`src/rtl/fetch_buffer.sv`:
```
// ---------------------------------------------------------------------------
// fetch_buffer
//
// Instruction queue between fetch (PC register + instruction memory) and
// decode. Each entry holds one {pc, instr} pair. Valid/ready handshakes on
// both sides let fetch run ahead while decode is stalled. A flush (taken
// jump/branch) discards every queued entry so decode never sees wrong-path
// instructions.
//
// Ports:
//   clk        clock, all state changes on its rising edge
//   reset      synchronous active-low reset (0 = reset)
//   flush      discard all entries; the same-cycle push/pop is dropped
//   in_valid   fetch presents in_pc/in_instr
//   in_ready   buffer can accept an entry this cycle (count != DEPTH)
//   in_pc      pc of the fetched instruction
//   in_instr   fetched instruction word
//   out_valid  head entry is valid (count != 0)
//   out_ready  decode consumes the head entry this cycle
//   out_pc     pc of the head entry, 0 when empty
//   out_instr  instr of the head entry, 0 when empty
//   count      number of occupied entries, 0..DEPTH
// ---------------------------------------------------------------------------
module fetch_buffer #(
  parameter int DEPTH = 4,
  parameter int AW    = 2,
  parameter int XLEN  = 32
) (
  input  logic            clk,
  input  logic            reset,
  input  logic            flush,
  input  logic            in_valid,
  output logic            in_ready,
  input  logic [XLEN-1:0] in_pc,
  input  logic [XLEN-1:0] in_instr,
  output logic            out_valid,
  input  logic            out_ready,
  output logic [XLEN-1:0] out_pc,
  output logic [XLEN-1:0] out_instr,
  output logic [AW:0]     count
);

  localparam logic [AW:0] FULL_COUNT = (AW+1)'(DEPTH);

  // Entry storage. The head must be visible in the cycle right after the
  // push edge, so the read is asynchronous from the registered rd_ptr.
  logic [XLEN-1:0] pc_mem    [DEPTH];
  logic [XLEN-1:0] instr_mem [DEPTH];

  logic [AW-1:0] wr_ptr_reg, wr_ptr_next;
  logic [AW-1:0] rd_ptr_reg, rd_ptr_next;
  logic [AW:0]   count_reg,  count_next;

  logic             push;
  logic             pop;
  logic [DEPTH-1:0] entry_we;

  // Handshakes depend only on registered occupancy: no full-bypass and no
  // empty-bypass paths exist.
  assign in_ready  = (count_reg != FULL_COUNT);
  assign out_valid = (count_reg != '0);
  assign push      = in_valid & in_ready;
  assign pop       = out_valid & out_ready;

  assign count     = count_reg;
  assign out_pc    = out_valid ? pc_mem[rd_ptr_reg]    : '0;
  assign out_instr = out_valid ? instr_mem[rd_ptr_reg] : '0;

  // Per-entry write enables; a flush suppresses the write so the wrong-path
  // instruction never lands in the array.
  generate
    for (genvar gi = 0; gi < DEPTH; gi++) begin : g_entry_we
      assign entry_we[gi] = push & ~flush & (wr_ptr_reg == AW'(gi));
    end
  endgenerate

  always_ff @(posedge clk) begin
    for (int i = 0; i < DEPTH; i++) begin
      if (entry_we[i]) begin
        pc_mem[i]    <= in_pc;
        instr_mem[i] <= in_instr;
      end
    end
  end

  always_comb begin
    wr_ptr_next = wr_ptr_reg;
    rd_ptr_next = rd_ptr_reg;
    count_next  = count_reg;
    if (flush) begin
      wr_ptr_next = '0;
      rd_ptr_next = '0;
      count_next  = '0;
    end else begin
      if (push) wr_ptr_next = wr_ptr_reg + AW'(1);
      if (pop)  rd_ptr_next = rd_ptr_reg + AW'(1);
      // Simultaneous push and pop leaves occupancy unchanged.
      case ({push, pop})
        2'b10:   count_next = count_reg + (AW+1)'(1);
        2'b01:   count_next = count_reg - (AW+1)'(1);
        default: count_next = count_reg;
      endcase
    end
  end

  always_ff @(posedge clk) begin
    if (!reset) begin
      wr_ptr_reg <= '0;
      rd_ptr_reg <= '0;
      count_reg  <= '0;
    end else begin
      wr_ptr_reg <= wr_ptr_next;
      rd_ptr_reg <= rd_ptr_next;
      count_reg  <= count_next;
    end
  end

endmodule

```
`config.mk`:
```
export PLATFORM = sky130hd
export DESIGN_NAME = fetch_buffer
export DESIGN_NICKNAME = d
export VERILOG_FILES = /design/src/rtl/fetch_buffer.sv
export SDC_FILE = /design/constraint.sdc
export NUM_CORES = 1
export LEC_CHECK = 0
export CORE_UTILIZATION = 34
export CTS_CLUSTER_SIZE = 28
export DETAILED_ROUTE_END_ITERATION = 16
export GPL_TIMING_DRIVEN = 0
export HOLD_SLACK_MARGIN = 0.1
export SLEW_MARGIN = 15
export SYNTH_ARGS = -nofsm -noshare
export SYNTH_HDL_FRONTEND = slang
export SYNTH_SLANG_ARGS = --single-unit
```
`constraint.sdc`:
```
create_clock -name clk -period 7.9 [get_ports clk]
set_input_delay 1.58 -clock clk [delete_from_list [all_inputs] [get_ports clk]]
set_output_delay 1.58 -clock clk [all_outputs]
set_load 0.005 [all_outputs]
```
# Word level (Yosys, flattened, before mapping)
# Memories as Yosys holds them, arrays and structs flattened. A register that Yosys moved wholly into a read port is not among the register bits.
# Index checks and enable logic that the tools add are counted.
# word_totals
wordCells	67
mem_count	2
inputBits	69
ff_bits	7
ram_bits	256
output_inout_bits	69
# op_classes
reduce_logical	10
add_sub_neg	4
bitwise	9
mux	33
eq_ne	6
# mem_list
memory	words	word_bits	read_ports	rd_ports_with_merged_regs	wr	line	rtl
instr_mem	4	32	1	1	1	48	logic [XLEN-1:0] instr_mem [DEPTH];
pc_mem	4	32	1	1	1	47	logic [XLEN-1:0] pc_mem [DEPTH];
# ops
cell	count
$mux 32	8
$reduce_or 32->1	6
$mux 2	10
$mux 1	14
$and 1x1->1	7
$eq 2x2->1 const B	3
$pmux 3 s2	1
$add 2x1->2 const B	2
$eq 2x1->1 const B	2
$add 3x1->3 const B	1
$ne 3x3->1 const B	1
$reduce_bool 3->1	1
$sub 3x1->3 const B	1
$logic_not 2->1	1
$not 1->1	2
$reduce_bool 2->1	1
$reduce_or 2->1	1

# Longest topological paths before layout
# Gate-level depths: netlist of the first run.
# depth
word_depth	10
depth_mapped	9
mapped_depth_nobuf	9

# Worst setup path after synthesis of the first run
# Ideal clock, no wire load.
# synth_path
kind	input-to-reg
start	in in_valid
end	mem instr_mem[1][0], enable pin
stages	2
setup_ps	578
path_buffers	0
t_arrival_ps	6400
setup_slack_ps	922
path_cell_list	nand2_1 nor3b_1
# synth_via
elab_chain_cells	9
# synth_rtl
element	line	rtl
from (decl)	32	input logic in_valid,
$and 1x1->1 (*)	62	assign push = in_valid & in_ready;
$and 1x1->1 (*) (2 in series)	73	assign entry_we[gi] = push & ~flush & (wr_ptr_reg == AW'(gi));
via entry_we[1]	56	logic [DEPTH-1:0] entry_we;
$mux 1 (*)	79	if (entry_we[i]) begin
$mux 1 (implied by the code) (*)	81	instr_mem[i] <= in_instr;
$reduce_or 32->1 (no line)	n/a	
$mux 2 (no line) or $mux 1 (tied branches) (3 in series)	n/a	
to (decl)	48	
# Mark *: on every way through the listed nets, which the timed path passes. The rest lies on a longest branch.

# Final worst setup path of the first run
# layout_path
start	reg count_reg[1] (netlist: count[1])
end	out out_instr[20]
# layout_via
elab_chain_cells	2
# layout_rtl
element	line	rtl
from (decl)	52	logic [AW:0] count_reg, count_next;
from (signal assigned)	114	count_reg <= count_next;
$reduce_bool 3->1	61	assign out_valid = (count_reg != '0);
$mux 32	67	assign out_instr = out_valid ? instr_mem[rd_ptr_reg] : '0;
to (decl)	39	output logic [XLEN-1:0] out_instr,
# No other way between the ends.

==> impl_results.md, run 1 <==
* CP max FO at 10
* Total gr overflow at 0
* CP Data Arrival Time at 2.91 ns
* Pleak at 4.29 nW
* Skew-Pair Late Insertion Delay at 0.54 ns
* Mapped Avg Cell Area at 22.2 sq um
* Slowest-stage cell, CP: clkdlybuf4s50_1
* Initial core utilization at 0.345
* Maximum clock insertion buffer count at 3
* Vias at 5011
* Tot GR Track Use at 0.136
* H-Tree Level Count at 1
* Share of cells above drive strength 1 at 0.224
* Final slew viol count at 0
* Core ar. at 29600 sq um
* Crit path time final at 4.49 ns
* Hold Path Depth at 2
* Maximum clock rate at 0.222 GHz
* Hold EP: wr_ptr_reg[0]
* Mapped Nets at 534
* Area of the mapped netlist at 10200 sq um
* Status: finished, final reports clean
* Hpwl dp at 14200 microns
* Max-slew headroom at 0.372
* CP required at 6.32 ns
* YS warnings at 0
* Final critical-path share of the clock period at 0.569
* Count of nets after finishing at 735
* Critical Path Source Type: flop
* DR WL/cell at 19.2 microns
* Cell chain of the critical path: or3_1 > clkbuf_1 > clkbuf_1 > and2_1 > clkdlybuf4s50_1
* Worst Setup End Kind: primary output
* Setup violators final at 0
* Chip width at 175 microns
* DRT iter0 DRCs at 262
* Hold Vio Cnt, Final at 0
* Share of the yosys chip area belonging to registers at 0.770
* Post-CTS Hold Fix Bufs at 0
* Via density per instance at 4.68
* Cell area after layout at 13300 sq um
* Initial antenna violation count at 0
* Flop and latch count out of synthesis at 265
* CTS tree: yes
* Clock Skews at 0.0190 ns
* CTS clk-pin slew, worst paths at 0.06 ns
* Vias in the first global route at 5636
* Setup TNS at 0 ns
* PD cells at 228 nW/um^2
* Actual transition at the worst max-transition pin at 0.938 ns
* Sink Count at 265
* GP Congestion at 0.706
* First-pass GRT wire length at 32000 microns
* Cells on worst reg2reg path at 7
* DRT Pass-1 Iters at 4
* Critical Path Max Stage Delay at 0.56 ns
* # IOs at 138
* Drt drc at 0
* Clk root buf: clkbuf_16
* Post-Route WL at 20500 microns
* Largest net degree at the start of global routing at 15
* Placed Instance Area at 12400 sq um
* Hold slack at 0.536 ns
* Die ar. at 30700 sq um
* Chip height at 175 microns
* Pre-CTS WS at 3.71 ns
* Non-filler instance count after layout at 1070
* Placed Cells at 1020
* Clock buffer count from CTS at 28
* Worst r2r src: count[1]
* Row Count at 63
* Critical hold path startpoint: wr_ptr_reg[0]
* RSZ-0062 raised after global routing: no
* Postcts setup bufs at 0
* Crit path kind: reg -> out
* Post-CTS Resized at 0
* Synth unique cells at 24
* Max-Cap Viols at 0
* ANT cells at 0
* Final ANT Viol Nets at 0
* Area growth, synth to finish at 30.2%
* Number of port buffers at 137
* Reg-to-reg endpoint: pc_mem[2][17]
* Final worst slack at 3.41 ns
* Post-Synthesis Cells at 459
* Peak VDD IR at 0.130 mV
* Most frequent CP cell: clkbuf_1
* Worst Hold Class: reg -> reg
* Worst reg2reg setup slack at 5.13 ns
## layout by cell type (no fill, tap or decap)
cell	n
a21oi_1	4
and2_1	64
buf_12	6
buf_2	6
buf_4	21
buf_6	14
bufinv_16	3
clkbuf_1	12
clkbuf_16	29
clkbuf_2	1
clkdlybuf4s50_1	137
clkinv_1	6
clkinv_2	5
clkinv_4	1
clkinvlp_4	1
dfxtp_1	9
edfxtp_1	256
fa_1	1
ha_1	5
inv_1	8
inv_6	1
mux4_1	4
mux4_2	60
nand2_1	1
nand2b_1	1
nand3_1	2
nor2_1	6
nor3b_1	1
nor3b_2	4
o21ai_0	3
o311ai_0	1
o31ai_1	1
or3_1	2
xor2_1	4
## cells by family after synthesis
group | share of synthesized area
AO/OA/AOI/OAI | 0.00502
XOR/XNOR | 0.00343
adder cells (fa/ha/maj) | 0.00809
buffers and inverters | 0.0222
flip-flops | 0.770
multiplexers | 0.143
AND/OR/NAND/NOR | 0.0483
## how the worst max path moves through the flow
stage | endpoint | startpoint | slack (ns)
6_report | out_instr[20] | count[1] | 3.41
5_1_grt | out_instr[20] | count[0] | 3.13
4_1_cts | out_instr[20] | count[0] | 3.27
3_5_place_dp | pc_mem[2][15] | in_valid | 3.71
3_3_place_gp | instr_mem[1][7] | in_valid | -4.04
2_1_floorplan | instr_mem[1][0] | in_valid | 0.92
## layout make-up
| class | instances | area [sq um] |
|---|---|---|
| fill | 2541 | 16300 |
| clock inverter | 17 | 163 |
| sequential | 265 | 7870 |
| clock buffer | 33 | 741 |
| tap | 390 | 488 |
| timing repair buffer | 171 | 1680 |
| inverter | 8 | 30.0 |
| buffer | 22 | 196 |
| multi-input combinational | 164 | 2140 |
## cells in the mapped netlist, drive strengths merged
master	instances	area share
a21oi	4	0.0020
and2	64	0.039
buf	13	0.016
clkbuf	9	0.0034
dfxtp	9	0.018
edfxtp	256	0.75
fa	1	0.0020
ha	5	0.0061
inv	8	0.0029
mux4	64	0.14
nand2	1	0.00037
nand2b	1	0.00061
nand3	2	0.00098
nor2	6	0.0022
nor3b	5	0.0037
o21ai	3	0.0015
o311ai	1	0.00086
o31ai	1	0.00074
or3	2	0.0012
xor2	4	0.0034
## metal layers
metal,share of wire,track usage
met5,0,0
met2,0.49,0.230
met3,0.052,0.0290
met4,0.016,0.0333
met1,0.44,0.180
## stage by stage
stage          total power, mW  utilization
3_5_place_dp              1.79        0.419
5_1_grt                   3.14        0.450
2_1_floorplan             1.67            -
4_1_cts                   3.08        0.450
6_report                  3.03        0.450
3_3_place_gp              1.79        0.408
## worst max-delay path, delay by kind of cell, from the launching register on
kind / cells / cell delay, ns
buf+inv: 3 / 1.53
simple gates: 2 / 0.38
flops: 1 / 0.47
## power breakdown
part | total (mW) | internal (mW) | switching, mW
logic | 0.186 | 0.109 | 0.0775
clock network | 1.28 | 0.764 | 0.513
registers | 1.57 | 1.57 | 0.00609
No activity file was read; power rests on OpenSTA's default activity.
==> inputs of run 2 (changes only) <==
- clock period: 7.9 -> 3.85 ns (I/O delays scaled with it)
==> run 2 against run 1 <==
  * Sequential cell count did not move
  * Via count fell by 0.70%
  * Final area rose by 0.93%
  * Routed wire length fell by 2.6%
  * Clock-buffer cell count rose by 1
  * Register-to-register slack got worse by 4.0 ns
  * Clock skew fell by 0.012 ns
  * Critical path depth fell by 1
  * Non-clock buffer count fell by 15
  * Die area did not move
  * Sequential power rose by 110%
  * First-iteration DRC count fell by 15%
  * Critical endpoint is now out_instr[5]
==> impl_results.md, run 2 (synthesis results as in run 1) <==
* Status: finished, final reports clean
* Maximum clock rate at 0.287 GHz
* Share of cells above drive strength 1 at 0.210 (-0.0139)
* Final critical-path share of the clock period at 0.905
* Final slew viol count at 0 (unchanged)
* Drt drc at 0 (unchanged)
* GP Congestion at 0.766 (+8.5%)
* Multi-input gate area at 2160 sq um (+1.2%)
* Chip height at 175 microns (unchanged)
* Setup violators final at 0 (unchanged)
* Final ANT Viol Nets at 0 (unchanged)
* Postcts setup bufs at 0 (unchanged)
* Hold slack at 0.528 ns (-0.00895 ns)
* Critical Path Source Type: flop
* Fillcell total at 2478 (-2.5%)
* Max-Cap Viols at 0 (unchanged)
* Clk root buf: clkbuf_16
* Die ar. at 30700 sq um (unchanged)
* Peak VDD IR at 0.317 mV (+140%)
* Most frequent cells in the layout: 256 x edfxtp_1, 137 x clkdlybuf4s50_1, 64 x and2_1, 60 x mux4_2, 29 x clkbuf_16
* Register area at 7870 sq um (unchanged)
* DRT iter0 DRCs at 223 (-15%)
* Row Count at 63 (unchanged)
* Total gr overflow at 0 (unchanged)
* Worst Hold Class: reg -> reg
* CP Data Arrival Time at 2.72 ns (-0.19 ns)
* Largest net degree at the start of global routing at 14 (-1)
* Hpwl dp at 13300 microns (-6.4%)
* RSZ-0062 raised after global routing: no
* Area growth, synth to finish at 31.4%
* Skew-Pair Late Insertion Delay at 0.53 ns (about the same)
* Initial antenna violation count at 0 (unchanged)
* Core ar. at 29600 sq um (unchanged)
* CTS tree: yes
* ANT cells at 0 (unchanged)
* Initial core utilization at 0.345 (unchanged)
* H-Tree Level Count at 1 (unchanged)
* Pleak at 4.29 nW (about the same)
* Chip width at 175 microns (unchanged)
* Hold Vio Cnt, Final at 0 (unchanged)
* Post-CTS Resized at 0 (unchanged)
* Max-slew headroom at 0.506 (+0.135)
* Crit path kind: reg -> out
* Post-Route WL at 20000 microns (-2.6%)
* Via density per instance at 4.70 (+0.43%)
* Worst reg2reg setup slack at 1.15 ns (-3.98 ns)
* Maximum clock insertion buffer count at 3 (unchanged)
* Clock buffer count from CTS at 29 (+3.6%)
* Vias in the first global route at 5432 (-3.6%)
* PD cells at 476 nW/um^2 (+110%)
* Commonest non-fill, non-tap cell in the layout: edfxtp_1
* Sink Count at 265 (unchanged)
* CP required at 3.08 ns (-3.24 ns)
* Post-CTS Hold Fix Bufs at 0 (unchanged)
* Clock Skews at 0.00739 ns (-0.0116 ns)
* Placed Cells at 1006 (-1.4%)
* # IOs at 138 (unchanged)
* Vias at 4976 (-0.70%)
* First-pass GRT wire length at 30800 microns (-3.8%)
* Overall power at 6.39 mW (+110%)
* Crit path time final at 3.49 ns
* DRT Pass-1 Iters at 4 (unchanged)
* CTS clk-pin slew, worst paths at 0.06 ns (about the same)
* Core Util, Final at 0.454 (+0.00419)
* Count of nets after finishing at 721 (-1.9%)
* Placed Instance Area at 12500 sq um (+0.47%)
* CP max FO at 11 (+1)
* DR WL/cell at 18.9 microns (-1.5%)
* Tot GR Track Use at 0.131 (-0.00505)
* Number of port buffers at 137 (unchanged)
* Non-filler instance count after layout at 1058 (-1.1%)
* Cell area after layout at 13400 sq um (+0.93%)
* Worst Setup End Kind: primary output
* Actual transition at the worst max-transition pin at 0.740 ns (-0.199 ns)
==> run 2: cell count changes in the layout (fill, tap and decap cells not counted) <==
cell        change
buf_4          -21
buf_8          +17
buf_6          -13
nor3b_2         -4
nor3b_4         +4
buf_16          +3
bufinv_16       +2
clkinv_2        -2
clkinvlp_4      +2
clkinv_4        +1
inv_6           -1
==> run 2: per-stage QoR <==
step | setup TNS (ns) | setup WS, ns
after detailed placement | 0 | 0.604
after CTS | 0 | 0.0349
final | 0 | 0.364
after global placement | -727.66 | -2.89
after floorplan | -22.97 | -0.0985
after global routing | 0 | 0.124
==> run 2: report_power, final <==
group,switching (mW),leakage [nW],total [mW],internal [mW]
registers,0.0122,2.40,3.22,3.21
clock network,1.07,0.464,2.78,1.71
logic,0.161,1.42,0.387,0.226
total,1.24,4.29,6.39,5.15
==> run 2: path summary, 6_finish.rpt <==
kind | from | end | depth (start not counted)
worst min register to register | wr_ptr_reg[1] | wr_ptr_reg[1] | 2
worst min-delay path | wr_ptr_reg[1] | wr_ptr_reg[1] | 2
worst max-delay path | count[0] | out_instr[5] | 4
worst max register to register | count[2] | count[2] | 9
==> run 2: per-layer routing <==
| layer | share of wire | wire length (microns) | GRT usage | vias up |
|---|---|---|---|---|
| met5 | 0 | 0 | 0 | - |
| met4 | 0.016 | 327 | 0.0337 | 0 |
| met3 | 0.058 | 1170 | 0.0286 | 28 |
| met2 | 0.50 | 9970 | 0.221 | 136 |
| met1 | 0.43 | 8520 | 0.173 | 2573 |
| li1 | - | - | - | 2239 |
==> run 2: critical path: stages, from the launching register on <==
cell	delay [ns]
dfxtp_1	0.45
or3_1	0.58
clkbuf_1	0.42
and2_1	0.20
clkdlybuf4s50_1	0.52
==> run 2: final cells by class <==
cell class / instances / share of cell area
well taps: 390 / 0.0364
plain buffers: 21 / 0.0144
multi-input cells: 164 / 0.161
clock inverters: 19 / 0.0170
clock buffers: 34 / 0.0555
repair buffers: 157 / 0.127
flip-flops and latches: 265 / 0.586
inverters: 8 / 0.00224
